===== config.mk =====
export PLATFORM = sky130hd
export DESIGN_NAME = spi_master_ctrl
export DESIGN_NICKNAME = d
export VERILOG_FILES = /design/src/rtl/spi_master_ctrl.sv
export SDC_FILE = /design/constraint.sdc
export NUM_CORES = 1
export LEC_CHECK = 0
export CORE_MARGIN = 2
export CORE_UTILIZATION = 60
export CTS_CLUSTER_DIAMETER = 30
export CTS_CLUSTER_SIZE = 30
export DETAILED_ROUTE_END_ITERATION = 7
export GPL_ROUTABILITY_DRIVEN = 0
export HOLD_SLACK_MARGIN = 0.05
export PLACE_DENSITY_LB_ADDON = 0.3
export SKIP_CTS_REPAIR_TIMING = 1
export SKIP_LAST_GASP = 1
export SYNTH_ARGS = -nofsm -noshare
export SYNTH_HDL_FRONTEND = slang
export SYNTH_SLANG_ARGS = --single-unit

===== constraint.sdc =====
create_clock -name clk -period 3.4 [get_ports clk]
set_input_delay 0.85 -clock clk [delete_from_list [all_inputs] [get_ports clk]]
set_output_delay 0.85 -clock clk [all_outputs]
set_load 0.02 [all_outputs]

===== src/rtl/spi_master_ctrl.sv =====
// SPI mode-0 master for PmodACL2 register accesses.
// One ncs_o low window carries 1..15 bytes, MSB first. SCLK half period is
// CLK_DIV clk cycles. MISO is sampled on SCLK rise and MOSI changes on SCLK fall.
//
// TX handshake: a byte moves when tx_valid && tx_ready are both high on a clk edge.
// tx_ready is high in IDLE, where the byte only matters together with start.
// Mid-transaction, tx_ready is high from the 8th SCLK rise of a byte that is
// followed by another, until that next byte has been taken.
module spi_master_ctrl #(
  parameter int CLK_DIV = 4
) (
  input  logic       clk,
  input  logic       rst,
  input  logic       start,
  input  logic [3:0] num_bytes,
  input  logic [7:0] tx_data,
  input  logic       tx_valid,
  output logic       tx_ready,
  output logic [7:0] rx_data,
  output logic       rx_valid,
  output logic       busy,
  output logic       done,
  output logic       sclk_o,
  output logic       ncs_o,
  output logic       mosi_o,
  input  logic       miso_i,
  output logic [2:0] dbg_state_o
);

  typedef enum logic [2:0] {
    S_IDLE    = 3'd0,
    S_SETUP   = 3'd1,
    S_SHIFT   = 3'd2,
    S_WAIT_TX = 3'd3,
    S_HOLD    = 3'd4,
    S_GAP     = 3'd5
  } state_t;

  localparam logic [7:0] DIV_LAST = 8'(CLK_DIV - 1);

  state_t      state_q, state_d;
  logic [7:0]  div_q, div_d;
  logic [2:0]  bit_q, bit_d;
  logic [3:0]  rem_q, rem_d;
  logic [7:0]  tx_sh_q, tx_sh_d;
  logic [7:0]  rx_sh_q, rx_sh_d;
  logic [7:0]  buf_q, buf_d;
  logic        buf_full_q, buf_full_d;
  logic        tx_req_q, tx_req_d;
  logic        sclk_q, sclk_d;
  logic        ncs_q, ncs_d;
  logic        mosi_q, mosi_d;
  logic [7:0]  rx_data_q, rx_data_d;
  logic        rx_valid_q, rx_valid_d;
  logic        done_q, done_d;
  logic        tick;

  // Last cycle of the current half SCLK period.
  assign tick = (div_q == DIV_LAST);

  assign tx_ready    = !rst && ((state_q == S_IDLE) || tx_req_q);
  assign busy        = (state_q != S_IDLE);
  assign rx_data     = rx_data_q;
  assign rx_valid    = rx_valid_q;
  assign done        = done_q;
  assign sclk_o      = sclk_q;
  assign ncs_o       = ncs_q;
  assign mosi_o      = mosi_q;
  assign dbg_state_o = state_q;

  // Next-state and datapath decisions for every state.
  always_comb begin
    state_d    = state_q;
    div_d      = div_q;
    bit_d      = bit_q;
    rem_d      = rem_q;
    tx_sh_d    = tx_sh_q;
    rx_sh_d    = rx_sh_q;
    buf_d      = buf_q;
    buf_full_d = buf_full_q;
    tx_req_d   = tx_req_q;
    sclk_d     = sclk_q;
    ncs_d      = ncs_q;
    mosi_d     = mosi_q;
    rx_data_d  = rx_data_q;
    rx_valid_d = 1'b0;
    done_d     = 1'b0;

    case (state_q)
      S_IDLE: begin
        div_d      = '0;
        bit_d      = '0;
        buf_full_d = 1'b0;
        tx_req_d   = 1'b0;
        if (start && tx_valid) begin
          if (num_bytes != 4'd0) begin
            tx_sh_d = tx_data;
            rem_d   = num_bytes;
            ncs_d   = 1'b0;
            mosi_d  = tx_data[7];
            state_d = S_SETUP;
          end else begin
            // Null transaction: byte is consumed, bus never moves.
            done_d = 1'b1;
          end
        end
      end

      S_SETUP: begin
        div_d = tick ? '0 : div_q + 8'd1;
        if (tick) begin
          sclk_d  = 1'b1;
          rx_sh_d = {rx_sh_q[6:0], miso_i};
          state_d = S_SHIFT;
        end
      end

      S_SHIFT: begin
        div_d = tick ? '0 : div_q + 8'd1;
        // Buffer the next byte as soon as the host offers it.
        if (tx_req_q && tx_valid) begin
          buf_d      = tx_data;
          buf_full_d = 1'b1;
          tx_req_d   = 1'b0;
        end
        if (tick && !sclk_q) begin
          sclk_d  = 1'b1;
          rx_sh_d = {rx_sh_q[6:0], miso_i};
          if (bit_q == 3'd7 && rem_q > 4'd1) tx_req_d = 1'b1;
        end else if (tick) begin
          sclk_d = 1'b0;
          if (bit_q != 3'd7) begin
            bit_d   = bit_q + 3'd1;
            tx_sh_d = {tx_sh_q[6:0], 1'b0};
            mosi_d  = tx_sh_q[6];
          end else begin
            bit_d      = '0;
            rx_data_d  = rx_sh_q;
            rx_valid_d = 1'b1;
            rem_d      = rem_q - 4'd1;
            if (rem_q == 4'd1) begin
              tx_req_d = 1'b0;
              state_d  = S_HOLD;
            end else if (buf_full_q) begin
              tx_sh_d    = buf_q;
              mosi_d     = buf_q[7];
              buf_full_d = 1'b0;
            end else if (tx_req_q && tx_valid) begin
              // Byte arrives exactly on the boundary: use it directly.
              tx_sh_d    = tx_data;
              mosi_d     = tx_data[7];
              buf_full_d = 1'b0;
            end else begin
              state_d = S_WAIT_TX;
            end
          end
        end
      end

      S_WAIT_TX: begin
        div_d = '0;
        if (tx_req_q && tx_valid) begin
          tx_sh_d  = tx_data;
          mosi_d   = tx_data[7];
          tx_req_d = 1'b0;
          state_d  = S_SETUP;
        end
      end

      S_HOLD: begin
        div_d = tick ? '0 : div_q + 8'd1;
        if (tick) begin
          ncs_d   = 1'b1;
          mosi_d  = 1'b0;
          done_d  = 1'b1;
          state_d = S_GAP;
        end
      end

      S_GAP: begin
        div_d = tick ? '0 : div_q + 8'd1;
        if (tick) state_d = S_IDLE;
      end

      default: begin
        state_d = S_IDLE;
        ncs_d   = 1'b1;
        sclk_d  = 1'b0;
        mosi_d  = 1'b0;
      end
    endcase
  end

  // State and datapath registers with synchronous reset.
  always_ff @(posedge clk) begin
    if (rst) begin
      state_q    <= S_IDLE;
      div_q      <= '0;
      bit_q      <= '0;
      rem_q      <= '0;
      tx_sh_q    <= '0;
      rx_sh_q    <= '0;
      buf_q      <= '0;
      buf_full_q <= 1'b0;
      tx_req_q   <= 1'b0;
      sclk_q     <= 1'b0;
      ncs_q      <= 1'b1;
      mosi_q     <= 1'b0;
      rx_data_q  <= '0;
      rx_valid_q <= 1'b0;
      done_q     <= 1'b0;
    end else begin
      state_q    <= state_d;
      div_q      <= div_d;
      bit_q      <= bit_d;
      rem_q      <= rem_d;
      tx_sh_q    <= tx_sh_d;
      rx_sh_q    <= rx_sh_d;
      buf_q      <= buf_d;
      buf_full_q <= buf_full_d;
      tx_req_q   <= tx_req_d;
      sclk_q     <= sclk_d;
      ncs_q      <= ncs_d;
      mosi_q     <= mosi_d;
      rx_data_q  <= rx_data_d;
      rx_valid_q <= rx_valid_d;
      done_q     <= done_d;
    end
  end

endmodule


=== Word-level counts from Yosys, hierarchy flattened ===
Cells that the tools add are included.

* Add/subtract/negate cells: 3
* Magnitude comparators: 1
* Eq/ne operators: 23
* Mux-type cells: 73
* Bitwise logic cells: 7
* Reduce and logical (&&, ||, !) cells: 31

{| class="wikitable"
|+ Operator list
! kind !! count
|-
| $mux 8 || 11
|-
| $mux 3 || 15
|-
| $pmux 8 s2 || 2
|-
| $mux 1 || 30
|-
| $pmux 8 s3 || 1
|-
| $mux 4 || 5
|-
| $pmux 3 s6 || 1
|-
| $ne 2x2->1 const B || 8
|-
| $reduce_or 4->1 || 4
|-
| $ne 3x3->1 const B || 5
|-
| $reduce_and 6->1 || 2
|-
| $reduce_and 11->1 || 1
|-
| $eq 3x3->1 const B || 3
|-
| $pmux 1 s3 || 3
|-
| $reduce_and 3->1 || 3
|-
| $add 8x1->8 const B || 1
|-
| $eq 8x2->1 const B || 1
|-
| $pmux 4 s2 || 1
|-
| $reduce_and 4->1 || 2
|-
| $not 1->1 || 7
|-
| $reduce_and 7->1 || 1
|-
| $eq 3x2->1 const B || 2
|-
| $pmux 3 s2 || 1
|-
| $reduce_bool 2->1 || 3
|-
| 16 further kinds || 25
|}

* Flip-flop bits (word level): 57
* Input port bits: 17
* Output and inout bits: 18
* Word-level logic and storage cells: 153

=== Depth between registers and ports, before layout ===
* Word-level depth: 9
* Mapped depth: 9
* Depth with buffers taken out: 7

=== Least setup slack after synthesis ===
OpenSTA, ideal clock, no wires.

* Kind: input-to-output
* Start point: input port rst
* End point: output port tx_ready
* Arrival time: 1.630 ns
* Required time: 2.550 ns
* Setup slack: 0.920 ns
* Stages on the path: 4
* Path buffers: 3
* Cell sequence: clkbuf_8 clkbuf_8 clkbuf_1 nor2_1

* Cells in the longest elaborated chain, start to end: 2

{| class="wikitable"
|+ RTL lines
! what !! line !! RTL
|-
| start, declared || 13 || <nowiki>input logic rst,</nowiki>
|-
| $logic_not 1->1 || 61 || <nowiki>assign tx_ready = !rst && ((state_q == S_IDLE) || tx_req_q);</nowiki>
|-
| $logic_and 1x1->1 || 61 ||
|-
| end, declared || 18 || <nowiki>output logic tx_ready,</nowiki>
|}

Every way passes these cells.

=== Final worst setup path ===
Ends and elaborated chain as after synthesis.

==> metrics.txt <==
CP peak stage delay 620 ps; pin count of the biggest net entering global routing 43; Die ar. 5477 um2; Distinct cells, synth 58; fin util 71.13%; CP max-delay cell clkdlybuf4s50_1; Most Frequent Cell on Critical Path clkdlybuf4s50_1; initial core utilization 62.25%; unrepaired setup endpoints after global routing false; DRT Pass-1 Iters 5; Synth Flop Type dfxtp_1; delay-heaviest family, CP buffers and inverters; non-filler instance count after layout 438; Crit Path Max Fanout 2; most common cell after layout, fill and taps aside dfxtp_1; Final Cycle Share 86.09%; clock tree sinks 56; outcome completed; cells along the critical path clkdlybuf4s50_1 > nor2_1 > clkdlybuf4s50_1; initial antenna violation count 0; max_cap viols 0; remaining antenna violation count 0; most frequent cells in the layout dfxtp_1, nor2_1, a21oi_1; Async SR Flop Fraction 0%; number of synthesized flops with an enable pin 0; cell area power density 355.3 nW/um2; placed cells 430; Vias 2603; Final setup viols 0; Avg Inst Size Synth 8.572 um2; fin. max-slew vios 0; Post-Syn Instances 343; Crit Path Class input port to output pin; Final Hold Fails 0; cell taking the most area after synthesis dfxtp_1; I/O pins 35; clock transition at the registers of the reported paths 110 ps; Worst VDD drop 0.2803 mV; crit end category output pin; Clock Tree Root clkbuf_8; Critical Path AT 2080 ps; Die H 74.01 um; TritonCTS clock tree yes; hold crit path type register to register; Synth Register Bits 56; row count 25; Area Overhead vs Synth 14.26%; Worst Tran Pin Value 738.6 ps; Synth top area share 38.13%; hold_ws 475.2 ps; Die W 74.01 um; DR iter-0 viols 384; antenna cells 0; Layout Nets 392; H-tree depth 2; Peak Freq 341.6 MHz; Slew HR 50.63%; deepest clock path buffer count 2; share of layout cells above drive strength 1 8.086%; crit start category input port; total power 0.001194 W; sequential area share after synthesis 38.13%; CTS Buf Count 5; Via density 5.943; DP Wirelength 4373 um; Ys Warns 0; drc violations 0; WP buf/inv 2; cell area after synthesis 2940 um2; GRT Total Usage 24.74%; setup TNS 0 ps; input/output buffers 34; Lkg Pwr 1.182 nW; drt total wl 6339 um; final clock skew 5.917 ps; DR WL/cell 14.47 um; total grt overflow 0; syn_nets 365; vias in the first global route 2340; first-pass GRT wire length 10730 um; clk_lat worst skew 310 ps; top cells by area, synth dfxtp_1, a21oi_1, mux2i_1, nor2_1, nand2_1; Core Area 4723 um2; Period minus WS final 2927 ps; Worst EP required 2550 ps
per-layer routing:
layer | vias up | GRT usage, % | wire length, um
li1 | 1298 | - | -
met2 | 91 | 38.19 | 2907
met5 | - | 0 | 0
met1 | 1205 | 34.22 | 2958
met4 | 0 | 9.293 | 81
met3 | 9 | 5.285 | 391
tightest hold or removal path: stages, from the launching register on:
cell and delay (ps):
dfxtp_1 330, nand2_1 50, a21oi_1 50
power by group:
group          total, W  internal (W)  switching, W
sequential     0.000682      0.000669     0.0000133
clock          0.000388      0.000151      0.000237
combinational  0.000124     0.0000557     0.0000678
flip-flops by register name, summed over array words and instances, names as in the netlist:
name / flops
ncs_o: 1
rem_q: 4
mosi_o: 1
rx_valid: 1
bit_q: 3
rx_sh_q: 8
sclk_o: 1
tx_req_q: 1
buf_q: 8
div_q: 8
buf_full_q: 1
done: 1
tx_sh_q: 7
rx_data: 8
dbg_state_o: 3
path summary, 6_finish.rpt:
| check | slack, ps | cells past startpoint | to | start |
|---|---|---|---|---|
| hold / removal | 480 | 2 | buf_q[1] | buf_q[1] |
| setup reg to reg | 970 | 8 | tx_sh_q[0] | bit_q[0] |
| setup / recovery | 470 | 3 | tx_ready | rst |
| hold reg to reg | 480 | 2 | buf_q[1] | buf_q[1] |
synth_stat cells (2+ instances only):
cell type	count
inv_1	6
or3b_1	2
o21ai_0	15
or3_1	2
a211oi_1	3
clkbuf_1	9
a22oi_1	9
nor2_1	42
a21oi_1	39
nand4_1	7
mux2i_1	18
o211ai_1	7
a21o_1	5
nand3_1	5
dfxtp_1	56
and3_1	2
nor3_1	8
xor2_1	6
a211o_1	2
nand3b_1	2
clkbuf_8	6
ha_1	5
buf_2	4
nor2b_1	5
nor3_2	2
nor4_1	4
nor4b_2	2
a31oi_1	4
nand2_1	36
o21ai_1	2
cells by family after synthesis:
group                    Yosys count  share of synthesized area [%]
multiplexers                      18                          6.128
buffers and inverters             27                          5.787
AO/OA/AOI/OAI                     98                          21.11
XOR/XNOR                           7                          2.085
flip-flops                        56                          38.13
AND/OR/NAND/NOR                  132                          24.64
adder cells (fa/ha/maj)            5                          2.128
layout make-up:
cell class | count | area [um2]
inverters | 7 | 26.28
clock buffers | 5 | 68.82
clock inverters | 3 | 25.02
fillers | 384 | 1364
well taps | 67 | 83.83
flip-flops and latches | 56 | 1121
multi-input cells | 260 | 1649
repair buffers | 40 | 385.4
stage by stage:
step | setup slack, ps | area (um2)
after floorplan | 919.6 | 2940
after global placement | 474.3 | 3266
after detailed placement | 485.6 | 3266
after CTS | 467.9 | 3359
after global routing | 452.4 | 3359
final | 472.8 | 3359
Power figures use the tool's default switching activity.
